`src/rtl/atm_pkg.sv`:
```
// Shared types and widths for the ATM transaction back end.
package atm_pkg;

    localparam int AMT_W  = 8;
    localparam int ACCT_W = 4;
    localparam int PIN_W  = 4;
    localparam int OP_W   = 3;

    typedef enum logic [OP_W-1:0] {
        OP_BAL   = 3'd0,
        OP_WDR   = 3'd1,
        OP_DEP   = 3'd2,
        OP_XFR   = 3'd3,
        OP_CHPIN = 3'd4,
        OP_VPIN  = 3'd5
    } op_e;

    typedef enum logic [1:0] {
        ST_OK     = 2'd0,
        ST_INSUF  = 2'd1,
        ST_OVF    = 2'd2,
        ST_REJECT = 2'd3
    } status_e;

    typedef enum logic [1:0] {
        S_IDLE = 2'd0,
        S_EXEC = 2'd1,
        S_RESP = 2'd2
    } state_e;

endpackage

```
`src/rtl/atm_txn_engine_if.sv`:
```
// Request/response bus between the session FSM (master) and the engine (slave).
interface atm_txn_engine_if;
    import atm_pkg::*;

    logic              req_valid;
    logic              req_ready;
    logic [OP_W-1:0]   req_op;
    logic [ACCT_W-1:0] req_acct;
    logic [ACCT_W-1:0] req_dst_acct;
    logic [AMT_W-1:0]  req_amount;
    logic [PIN_W-1:0]  req_pin;
    logic              rsp_valid;
    logic [1:0]        rsp_status;
    logic [AMT_W-1:0]  rsp_balance;

    modport master (
        output req_valid, req_op, req_acct, req_dst_acct, req_amount, req_pin,
        input  req_ready, rsp_valid, rsp_status, rsp_balance
    );

    modport slave (
        input  req_valid, req_op, req_acct, req_dst_acct, req_amount, req_pin,
        output req_ready, rsp_valid, rsp_status, rsp_balance
    );

endinterface

```
`src/rtl/atm_acct_store.sv`:
```
// Per-account balance and PIN registers with two async read ports and
// two balance write ports that commit on the same edge.
module atm_acct_store
    import atm_pkg::*;
#(
    parameter int                NUM_ACCOUNTS = 16,
    parameter logic [AMT_W-1:0]  INIT_BALANCE = 8'd100,
    parameter logic [PIN_W-1:0]  INIT_PIN     = 4'd0
)(
    input  logic              clk,
    input  logic              rst_n,
    input  logic [ACCT_W-1:0] i_src_acct,
    input  logic [ACCT_W-1:0] i_dst_acct,
    output logic [AMT_W-1:0]  o_src_bal,
    output logic [AMT_W-1:0]  o_dst_bal,
    output logic [PIN_W-1:0]  o_src_pin,
    input  logic              i_we_a,
    input  logic [ACCT_W-1:0] i_wa_acct,
    input  logic [AMT_W-1:0]  i_wa_bal,
    input  logic              i_we_b,
    input  logic [ACCT_W-1:0] i_wb_acct,
    input  logic [AMT_W-1:0]  i_wb_bal,
    input  logic              i_pin_we,
    input  logic [ACCT_W-1:0] i_pin_acct,
    input  logic [PIN_W-1:0]  i_pin_data
);

    logic [AMT_W-1:0] r_bal [NUM_ACCOUNTS];
    logic [PIN_W-1:0] r_pin [NUM_ACCOUNTS];

    assign o_src_bal = r_bal[i_src_acct];
    assign o_dst_bal = r_bal[i_dst_acct];
    assign o_src_pin = r_pin[i_src_acct];

    // Balance array: both write ports land on the same edge (never the same account).
    always_ff @(posedge clk or negedge rst_n) begin
        if (!rst_n) begin
            for (int i = 0; i < NUM_ACCOUNTS; i++) r_bal[i] <= INIT_BALANCE;
        end else begin
            if (i_we_a) r_bal[i_wa_acct] <= i_wa_bal;
            if (i_we_b) r_bal[i_wb_acct] <= i_wb_bal;
        end
    end

    // PIN array: single write port.
    always_ff @(posedge clk or negedge rst_n) begin
        if (!rst_n) begin
            for (int i = 0; i < NUM_ACCOUNTS; i++) r_pin[i] <= INIT_PIN;
        end else if (i_pin_we) begin
            r_pin[i_pin_acct] <= i_pin_data;
        end
    end

endmodule

```
`src/rtl/atm_txn_engine.sv`:
```
// ATM transaction engine: IDLE -> EXEC -> RESP, one request per three cycles.
// All store writes and the response registers update on the EXEC exit edge.
module atm_txn_engine
    import atm_pkg::*;
#(
    parameter int                NUM_ACCOUNTS = 16,
    parameter logic [AMT_W-1:0]  INIT_BALANCE = 8'd100,
    parameter logic [PIN_W-1:0]  INIT_PIN     = 4'd0
)(
    input  logic             clk,
    input  logic             rst_n,
    atm_txn_engine_if.slave  bus
);

    state_e            r_state, w_next;
    logic [OP_W-1:0]   r_op;
    logic [ACCT_W-1:0] r_acct, r_dst;
    logic [AMT_W-1:0]  r_amount;
    logic [PIN_W-1:0]  r_pin;
    status_e           r_status;
    logic [AMT_W-1:0]  r_rsp_bal;

    logic [AMT_W-1:0]  w_src_bal, w_dst_bal;
    logic [PIN_W-1:0]  w_src_pin;
    logic [AMT_W:0]    w_src_sum, w_dst_sum;
    logic              w_short;
    status_e           w_status;
    logic [AMT_W-1:0]  w_rsp_bal, w_new_src, w_new_dst;
    logic              w_we_src, w_we_dst, w_pin_we;

    atm_acct_store #(
        .NUM_ACCOUNTS (NUM_ACCOUNTS),
        .INIT_BALANCE (INIT_BALANCE),
        .INIT_PIN     (INIT_PIN)
    ) u_store (
        .clk        (clk),
        .rst_n      (rst_n),
        .i_src_acct (r_acct),
        .i_dst_acct (r_dst),
        .o_src_bal  (w_src_bal),
        .o_dst_bal  (w_dst_bal),
        .o_src_pin  (w_src_pin),
        .i_we_a     (w_we_src),
        .i_wa_acct  (r_acct),
        .i_wa_bal   (w_new_src),
        .i_we_b     (w_we_dst),
        .i_wb_acct  (r_dst),
        .i_wb_bal   (w_new_dst),
        .i_pin_we   (w_pin_we),
        .i_pin_acct (r_acct),
        .i_pin_data (r_pin)
    );

    // 9-bit sums expose the carry used for overflow detection.
    assign w_src_sum = {1'b0, w_src_bal} + {1'b0, r_amount};
    assign w_dst_sum = {1'b0, w_dst_bal} + {1'b0, r_amount};
    assign w_short   = (r_amount > w_src_bal);

    assign bus.req_ready   = (r_state == S_IDLE);
    assign bus.rsp_valid   = (r_state == S_RESP);
    assign bus.rsp_status  = r_status;
    assign bus.rsp_balance = r_rsp_bal;

    // State register.
    always_ff @(posedge clk or negedge rst_n) begin
        if (!rst_n) r_state <= S_IDLE;
        else        r_state <= w_next;
    end

    // Next state, op evaluation and write strobes (strobes only asserted in EXEC).
    always_comb begin
        w_next    = r_state;
        w_status  = ST_OK;
        w_rsp_bal = '0;
        w_new_src = w_src_bal;
        w_new_dst = w_dst_bal;
        w_we_src  = 1'b0;
        w_we_dst  = 1'b0;
        w_pin_we  = 1'b0;
        case (r_state)
            S_IDLE: if (bus.req_valid) w_next = S_EXEC;
            S_EXEC: begin
                w_next = S_RESP;
                case (r_op)
                    OP_BAL: w_rsp_bal = w_src_bal;
                    OP_WDR: begin
                        if (w_short) begin
                            w_status  = ST_INSUF;
                            w_rsp_bal = w_src_bal;
                        end else begin
                            w_we_src  = 1'b1;
                            w_new_src = w_src_bal - r_amount;
                            w_rsp_bal = w_new_src;
                        end
                    end
                    OP_DEP: begin
                        if (w_src_sum[AMT_W]) begin
                            w_status  = ST_OVF;
                            w_rsp_bal = w_src_bal;
                        end else begin
                            w_we_src  = 1'b1;
                            w_new_src = w_src_sum[AMT_W-1:0];
                            w_rsp_bal = w_new_src;
                        end
                    end
                    OP_XFR: begin
                        if (r_acct == r_dst) begin
                            w_status = ST_REJECT;
                        end else if (w_short) begin
                            w_status  = ST_INSUF;
                            w_rsp_bal = w_src_bal;
                        end else if (w_dst_sum[AMT_W]) begin
                            w_status  = ST_OVF;
                            w_rsp_bal = w_src_bal;
                        end else begin
                            w_we_src  = 1'b1;
                            w_we_dst  = 1'b1;
                            w_new_src = w_src_bal - r_amount;
                            w_new_dst = w_dst_sum[AMT_W-1:0];
                            w_rsp_bal = w_new_src;
                        end
                    end
                    OP_CHPIN: w_pin_we = 1'b1;
                    OP_VPIN:  w_status = (w_src_pin == r_pin) ? ST_OK : ST_REJECT;
                    default:  w_status = ST_REJECT;
                endcase
            end
            S_RESP:  w_next = S_IDLE;
            default: w_next = S_IDLE;
        endcase
    end

    // Request capture on the accepting edge; later input changes are ignored.
    always_ff @(posedge clk or negedge rst_n) begin
        if (!rst_n) begin
            r_op     <= '0;
            r_acct   <= '0;
            r_dst    <= '0;
            r_amount <= '0;
            r_pin    <= '0;
        end else if (r_state == S_IDLE && bus.req_valid) begin
            r_op     <= bus.req_op;
            r_acct   <= bus.req_acct;
            r_dst    <= bus.req_dst_acct;
            r_amount <= bus.req_amount;
            r_pin    <= bus.req_pin;
        end
    end

    // Response registers load on the EXEC exit edge and hold until the next one.
    always_ff @(posedge clk or negedge rst_n) begin
        if (!rst_n) begin
            r_status  <= ST_OK;
            r_rsp_bal <= '0;
        end else if (r_state == S_EXEC) begin
            r_status  <= w_status;
            r_rsp_bal <= w_rsp_bal;
        end
    end

endmodule

```
`src/flat_wrapper.sv`:
```
// flat-port wrapper written by rule: the top's interface ports become plain ports
module atm_txn_engine_flat import atm_pkg::*;
#(
    parameter int                NUM_ACCOUNTS = 16,
    parameter logic [AMT_W-1:0]  INIT_BALANCE = 8'd100,
    parameter logic [PIN_W-1:0]  INIT_PIN     = 4'd0
)
  (clk, rst_n, bus_req_valid, bus_req_op, bus_req_acct, bus_req_dst_acct, bus_req_amount, bus_req_pin, bus_req_ready, bus_rsp_valid, bus_rsp_status, bus_rsp_balance);
  atm_txn_engine_if bus_i ();
  input  logic clk;
  input  logic rst_n;
  input wire logic [$bits(bus_i.req_valid)-1:0] bus_req_valid;
  input wire logic [$bits(bus_i.req_op)-1:0] bus_req_op;
  input wire logic [$bits(bus_i.req_acct)-1:0] bus_req_acct;
  input wire logic [$bits(bus_i.req_dst_acct)-1:0] bus_req_dst_acct;
  input wire logic [$bits(bus_i.req_amount)-1:0] bus_req_amount;
  input wire logic [$bits(bus_i.req_pin)-1:0] bus_req_pin;
  output wire logic [$bits(bus_i.req_ready)-1:0] bus_req_ready;
  output wire logic [$bits(bus_i.rsp_valid)-1:0] bus_rsp_valid;
  output wire logic [$bits(bus_i.rsp_status)-1:0] bus_rsp_status;
  output wire logic [$bits(bus_i.rsp_balance)-1:0] bus_rsp_balance;
  assign bus_i.req_valid = bus_req_valid;
  assign bus_i.req_op = bus_req_op;
  assign bus_i.req_acct = bus_req_acct;
  assign bus_i.req_dst_acct = bus_req_dst_acct;
  assign bus_i.req_amount = bus_req_amount;
  assign bus_i.req_pin = bus_req_pin;
  assign bus_req_ready = bus_i.req_ready;
  assign bus_rsp_valid = bus_i.rsp_valid;
  assign bus_rsp_status = bus_i.rsp_status;
  assign bus_rsp_balance = bus_i.rsp_balance;
  atm_txn_engine #(.NUM_ACCOUNTS(NUM_ACCOUNTS), .INIT_BALANCE(INIT_BALANCE), .INIT_PIN(INIT_PIN)) u_core (.clk(clk), .rst_n(rst_n), .bus(bus_i));
endmodule
```
`config.mk`:
```
export PLATFORM = sky130hd
export DESIGN_NAME = atm_txn_engine_flat
export DESIGN_NICKNAME = d
export VERILOG_FILES = /design/src/rtl/atm_pkg.sv /design/src/rtl/atm_txn_engine_if.sv /design/src/rtl/atm_acct_store.sv /design/src/rtl/atm_txn_engine.sv /design/src/flat_wrapper.sv
export SDC_FILE = /design/constraint.sdc
export NUM_CORES = 1
export LEC_CHECK = 0
export ABC_AREA = 1
export BUFFER_PORTS_ARGS = -buffer_cell sky130_fd_sc_hd__buf_2
export CORE_MARGIN = 2
export CORE_UTILIZATION = 45
export CTS_BUF_LIST = sky130_fd_sc_hd__clkbuf_4
export DETAILED_ROUTE_END_ITERATION = 10
export GPL_TIMING_DRIVEN = 0
export PLACE_DENSITY = 0.68
export SYNTH_ARGS = -nofsm -noshare
export SYNTH_HDL_FRONTEND = slang
export SYNTH_HIERARCHICAL = 1
export SYNTH_SLANG_ARGS = --single-unit
export TNS_END_PERCENT = 20
```
`constraint.sdc`:
```
create_clock -name clk -period 3.78 [get_ports clk]
set_input_delay 0.189 -clock clk [delete_from_list [all_inputs] [get_ports clk]]
set_output_delay 0.189 -clock clk [all_outputs]
set_load 0.01 [all_outputs]
```
# After elaboration in Yosys (flattened, before gate mapping)
# Index checks and enable logic that the tools add are counted.
[word_totals]
reg_bits = 227
in_bits = 26
output_inout_bits = 12
[op_classes]
add_sub_neg = 3
magnitude_cmp = 5
n_eq_ne = 10
muxes = 54
bitwise = 2
n_reduce_logical = 6
[ops]
columns = ["cell", "n"]
rows = [
  ["$bwmux W128", 2],
  ["$mux W128", 2],
  ["$mux W8", 18],
  ["$bmux W8 S4", 2],
  ["$bwmux W64", 1],
  ["$demux W8 S4", 2],
  ["$pmux W8 S4", 1],
  ["$pmux W8 S3", 1],
  ["$add A8 B8 Y9", 2],
  ["$bmux W4 S4", 1],
  ["$demux W4 S4", 1],
  ["$mux W2", 6],
  ["$mux W4", 3],
  ["$mux W1", 11],
  ["$ge A5 B5 Y1 const B", 2],
  ["$lt A5 B1 Y1 const B", 2],
  ["$not A4 Y5", 2],
  ["$pmux W2 S5", 1],
  ["$eq A4 B4 Y1", 2],
  ["$gt A8 B8 Y1", 1],
  ["$sub A8 B8 Y8", 1],
  ["$eq A3 B2 Y1 const B", 2],
  ["$eq A3 B3 Y1 const B", 2],
  ["$pmux W2 S2", 1],
  ["9 further kinds", 11],
]

# Depth between registers and ports, before layout
[depth]
word_depth = 14
depth_mapped = 31
ltp_nobuf = 27

# Hierarchy
# Netlist, hierarchy kept.
[by_module_without_submodules]
columns = ["module", "instances", "cells_each", "area_per_inst_um2", "seq_area_each_um2"]
rows = [
  ["atm_acct_store", 1, 2011, 12570.8, 4864.7],
  ["atm_txn_engine", 1, 553, 3577.2, 875.8],
]

# Worst setup path after synthesis
# No wires, ideal clock.
[synth_timing]
kind = "register to register"
start = "register u_core.r_acct[0]"
end = "register u_core/u_store/r_bal[12] (netlist name)"
setup_ps = 119
arrival_ps = 3843
required_ps = 3661
path_slack_ps = -181
path_stages_with_launch = 31
n_path_buf = 5
synth_period_minus_slack_ps = 3961
path_cell_list = "dfrtp_1 -> buf_2 -> inv_2 -> buf_2 -> buf_2 -> nand2_1 -> nand3_1 -> nand3_1 -> nand3_1 -> nand2_1 -> inv_1 -> ha_1 -> fa_1 -> inv_1 -> nand3_1 -> nand2_2 -> a21oi_4 -> nor2_8 -> nand2_2 -> nand3_2 -> nand2_1 -> inv_1 -> buf_4 -> nand2_2 -> nor2_4 -> nand2_2 -> buf_2 -> nand2_1 -> o21ai_0 -> nand2_1 -> nand2_1"
[synth_lines]
columns = ["item", "line_no", "source"]
rows = [
  ["from (decl)", "atm_txn_engine.sv:17", "logic [ACCT_W-1:0] r_acct, r_dst;"],
  ["from (signal assigned)", "atm_txn_engine.sv:143", "r_acct <= bus.req_acct;"],
  ["$not A4 Y5 (not written as such) *", "atm_acct_store.sv:31", "assign o_src_bal = r_bal[i_src_acct];"],
  ["$bmux W8 S4 *", "atm_acct_store.sv:31", ""],
  ["$mux W8 (not written as such) * (2 in a row)", "atm_acct_store.sv:31", ""],
  ["net u_core.w_src_bal[0]", "atm_txn_engine.sv:23", "logic [AMT_W-1:0] w_src_bal, w_dst_bal;"],
  ["$gt A8 B8 Y1", "atm_txn_engine.sv:57", "assign w_short = (r_amount > w_src_bal);"],
  ["$mux W1", "atm_txn_engine.sv:109", "end else if (w_short) begin"],
  ["$mux W1", "atm_txn_engine.sv:107", "if (r_acct == r_dst) begin"],
  ["$pmux W1 S3 *", "atm_txn_engine.sv:84", "case (r_op)"],
  ["$mux W1 *", "atm_txn_engine.sv:80", "case (r_state)"],
  ["net u_core.w_we_src", "atm_txn_engine.sv:29", "logic w_we_src, w_we_dst, w_pin_we;"],
  ["$mux W128 *", "atm_acct_store.sv:40", "if (i_we_a) r_bal[i_wa_acct] <= i_wa_bal;"],
  ["$bwmux W128", "atm_acct_store.sv:41", "if (i_we_b) r_bal[i_wb_acct] <= i_wb_bal;"],
  ["$mux W128 *", "atm_acct_store.sv:41", ""],
  ["to (signal, indexed assignment)", "atm_acct_store.sv:40", ""],
  ["to (signal, indexed assignment)", "atm_acct_store.sv:41", ""],
  ["to (decl)", "atm_acct_store.sv:28", "logic [AMT_W-1:0] r_bal [NUM_ACCOUNTS];"],
]
# The timed path passes the listed nets; every way through them passes the cells marked *. The select of a mux whose other input is x is not followed.
# A chain may end at the register's enable or synchronous reset.

# Worst setup path in the final report
[layout_timing]
start = "register u_core.r_acct[0]"
end = "register u_core/u_store/r_bal[84] (netlist name)"
# The elaborated chain is that of the path after synthesis.

==> reports/metrics.yaml <==
outcome:
  status: "finished, violations left"
  violations: "negative setup slack"
timing:
  fmax_mhz: 257.0
  finalSetupViolations: 45
  slew_violations: 0
  tightest_slew_ns: 0.7613
  fin_crit_ns: 3.891
  period_share: 1.029
  worst_slack_ns: -0.1107
  hold_viol_final: 0
  rsz0062_at_grt: "yes"
  skew_ns: 0.08482
  max-slew-margin-rel: 0.4906
  hold-worst-slack_ns: 0.05323
power:
  pwr-share-comb: 0.639
  p_per_area_nw_per_um2: 787.0
  p_clk_frac: 0.150
  leakage_nw: 11.38
  internal_power_mw: 8.318
  switchingPower_mw: 8.683
  swShare: 0.5107
  peakVddDrop_v: 0.0004767
  pwr-share-seq: 0.210
global_route:
  track_usage: 0.4085
  grt_pass1_vias: 17538
  grt_max_degree: 109
  antenna_found_initial: 1
  grt_pass1_wl_mm: 113.0
  grt_remaining_overflow: 0
die:
  die_x_um: 193.4
  dieArea_um2: 37420
  die_h_um: 193.4
  coreArea_um2: 35480
  pin_count: 38
  initial_core_util: 0.4551
  rows: 69
detailed_routing:
  wire_per_inst_um: 23.49
  final_antenna_net_count: 0
  firstDrtPassIters: 6
  route.detailed.drc: 0
  drt-total-wl_mm: 78.39
  drt_first_iter_violations: 2128
  vias: 18865
  avgViaCountPerCell: 5.653
synth:
  ys_warn_count: 6
  yosysSeqAreaShare: 0.3555
  ys_ff_latch: 227
  syn_area_um2: 16150
  postSynthAreaPerCell_um2: 6.298
  synth_fp_nets: 2618
  synth.distinct_cells: 41
  syn_inst: 2564
critical_path:
  end_kind: "register"
  path_max_fanout: 8
  arrival_ns: 4.53
  crit_type: "register to register"
  cp.required_ns: 4.42
  startpoint_type: "register"
  cp_slowest_cell: "dfrtp_4"
  max_stage_delay_ns: 0.57
  cp_num_buf_inv: 9
  cpLargestDelayFamily: "simple AND/OR/NAND/NOR gates"
min_path:
  hold_class: "input port to asynchronous set/reset pin"
final_layout:
  area_growth_pct: 33.77
  fillers: 3243
  layout-drive-gt1-share: 0.2518
  mostFrequentLayoutCell: "nand2_1"
  nets: 2881
  final_cell_mix: "959 x nand2_1, 329 x inv_1, 295 x nand3_1, 171 x dfrtp_1"
  final_design_area_no_fill_um2: 21600
place:
  port_buffers: 37
  routabilityCongestion: 1.027
  placed_area_um2: 16980
  dp_hpwl_mm: 53.20
clocking:
  cts_tree: "yes"
  clock_sinks: 227
  clk_latency_ns: 0.79
  clk_pin_slew_ns: 0.07
  htree_num_levels: 3
  root_buffer: "clkbuf_4"
  cts_buffer_depth: 3
  cts_buffers: 68
flow_run:
  drv_cap: 0
==> sequential cells by signal (all words and copies together) (netlist names) <==
signal / cells
u_core/r_dst: 4
u_core/bus.rsp_balance: 8
u_core/bus.rsp_status: 2
u_core/r_op: 3
u_core/u_store/r_pin: 64
u_core/r_amount: 8
u_core/r_pin: 4
u_core/r_acct: 4
u_core/r_state: 2
u_core/u_store/r_bal: 128
==> per-layer routing <==
layer / global-route usage / up-vias / share of wire
li1: - / 8555 / -
met1: 0.5459 / 8923 / 0.40
met2: 0.6169 / 1118 / 0.43
met3: 0.08560 / 269 / 0.11
met4: 0.2279 / 0 / 0.066
met5: 0 / - / 0
==> area by class of cell <==
type / instances / area [µm²] / area share
inverters: 381 / 1541 / 0.07136
clock buffers: 104 / 780.7 / 0.03614
well taps: 461 / 576.8 / 0.02670
multi-input cells: 1840 / 9652 / 0.4468
flip-flops and latches: 227 / 5758 / 0.2666
plain buffers: 106 / 1269 / 0.05874
clock inverters: 14 / 120.1 / 0.005561
diodes: 1 / 2.502 / 0.0001158
repair buffers: 203 / 1901 / 0.08799
==> cell usage after synthesis, drive strengths merged <==
cell / count / area [µm²]
fa: 3 / 60.06
and2: 2 / 12.51
ha: 25 / 312.8
a41oi: 1 / 8.760
inv: 381 / 1433
nand3b: 4 / 30.03
nand4: 6 / 37.54
nor2: 129 / 616.8
dfrtp: 179 / 4479
dfstp: 48 / 1261
o21ai: 142 / 710.7
nand3: 382 / 1964
a31oi: 7 / 43.79
buf: 56 / 294.0
o22ai: 21 / 131.4
clkbuf: 60 / 225.2
xnor2: 6 / 52.55
nand2: 1048 / 4011
o21a: 2 / 15.01
mux2i: 1 / 10.01
xor2: 10 / 87.58
o211ai: 18 / 135.1
nor3: 8 / 50.05
a21oi: 24 / 157.7
o21bai: 1 / 7.510
==> stage by stage <==
| stage | TNS, ns | total power, mW | setup slack, ns | cells | utilization |
|---|---|---|---|---|---|
| after global placement | -545.60 | 11.10 | -2.709 | 3062 | 0.4768 |
| after detailed placement | -278.17 | 11.17 | -2.817 | 3064 | 0.4786 |
| after global routing | -14.22 | 17.76 | -0.2032 | 3337 | 0.6088 |
| after CTS | -2.920 | 15.63 | -0.09056 | 3296 | 0.5731 |
| after floorplan | 0 | 8.163 | 0.02431 | 2564 | - |
| final | -1.337 | 17.00 | -0.1107 | 3337 | 0.6088 |
==> power groups by stage <==
stage	combinational (mW)	clock, mW	sequential [mW]
6_report	10.9	2.56	3.58
5_1_grt	11.4	2.72	3.63
4_1_cts	9.49	2.60	3.54
3_5_place_dp	7.57	0	3.60
3_3_place_gp	7.52	0	3.59
2_1_floorplan	4.70	0	3.46
==> path summary, 6_finish.rpt <==
kind | startpoint | end | slack, ns | cells past startpoint
min in group clk | bus_req_amount[7] | u_core/r_amount[7] | 0.16 | 4
hold reg to reg | u_core/bus.rsp_balance[6] | u_core/bus.rsp_balance[6] | 0.48 | 2
setup reg to reg | u_core/r_acct[0] | u_core/u_store/r_bal[84] | -0.11 | 27
hold / removal | rst_n | u_core/u_store/r_bal[5] | 0.05 | 2
max in group asynchronous | rst_n | u_core/r_acct[1] | 3.06 | 3
setup / recovery | u_core/r_acct[0] | u_core/u_store/r_bal[84] | -0.11 | 27
==> repair_timing <==
action                     in CTS  in global routing
hold endpoints to repair      217                  0
buffers inserted               79                 36
hold buffers                   33                  0
gates cloned                    9                  7
resized for setup             418                243
pin swaps                      37                 85
setup endpoints to repair     138                128
==> kinds of logic after synthesis <==
family                     after synthesis  share of synthesized area
buffers and inverters                  497                     0.1209
AOI/OAI and AO/OA                      216                    0.07493
xor gates and xnor gates                16                   0.008678
DFF                                    227                     0.3555
muxes                                    1                  0.0006199
and+or+nand+nor                       1579                     0.4163
adders and majority gates               28                    0.02309
Note: power is estimated with default switching activity, not from simulation.
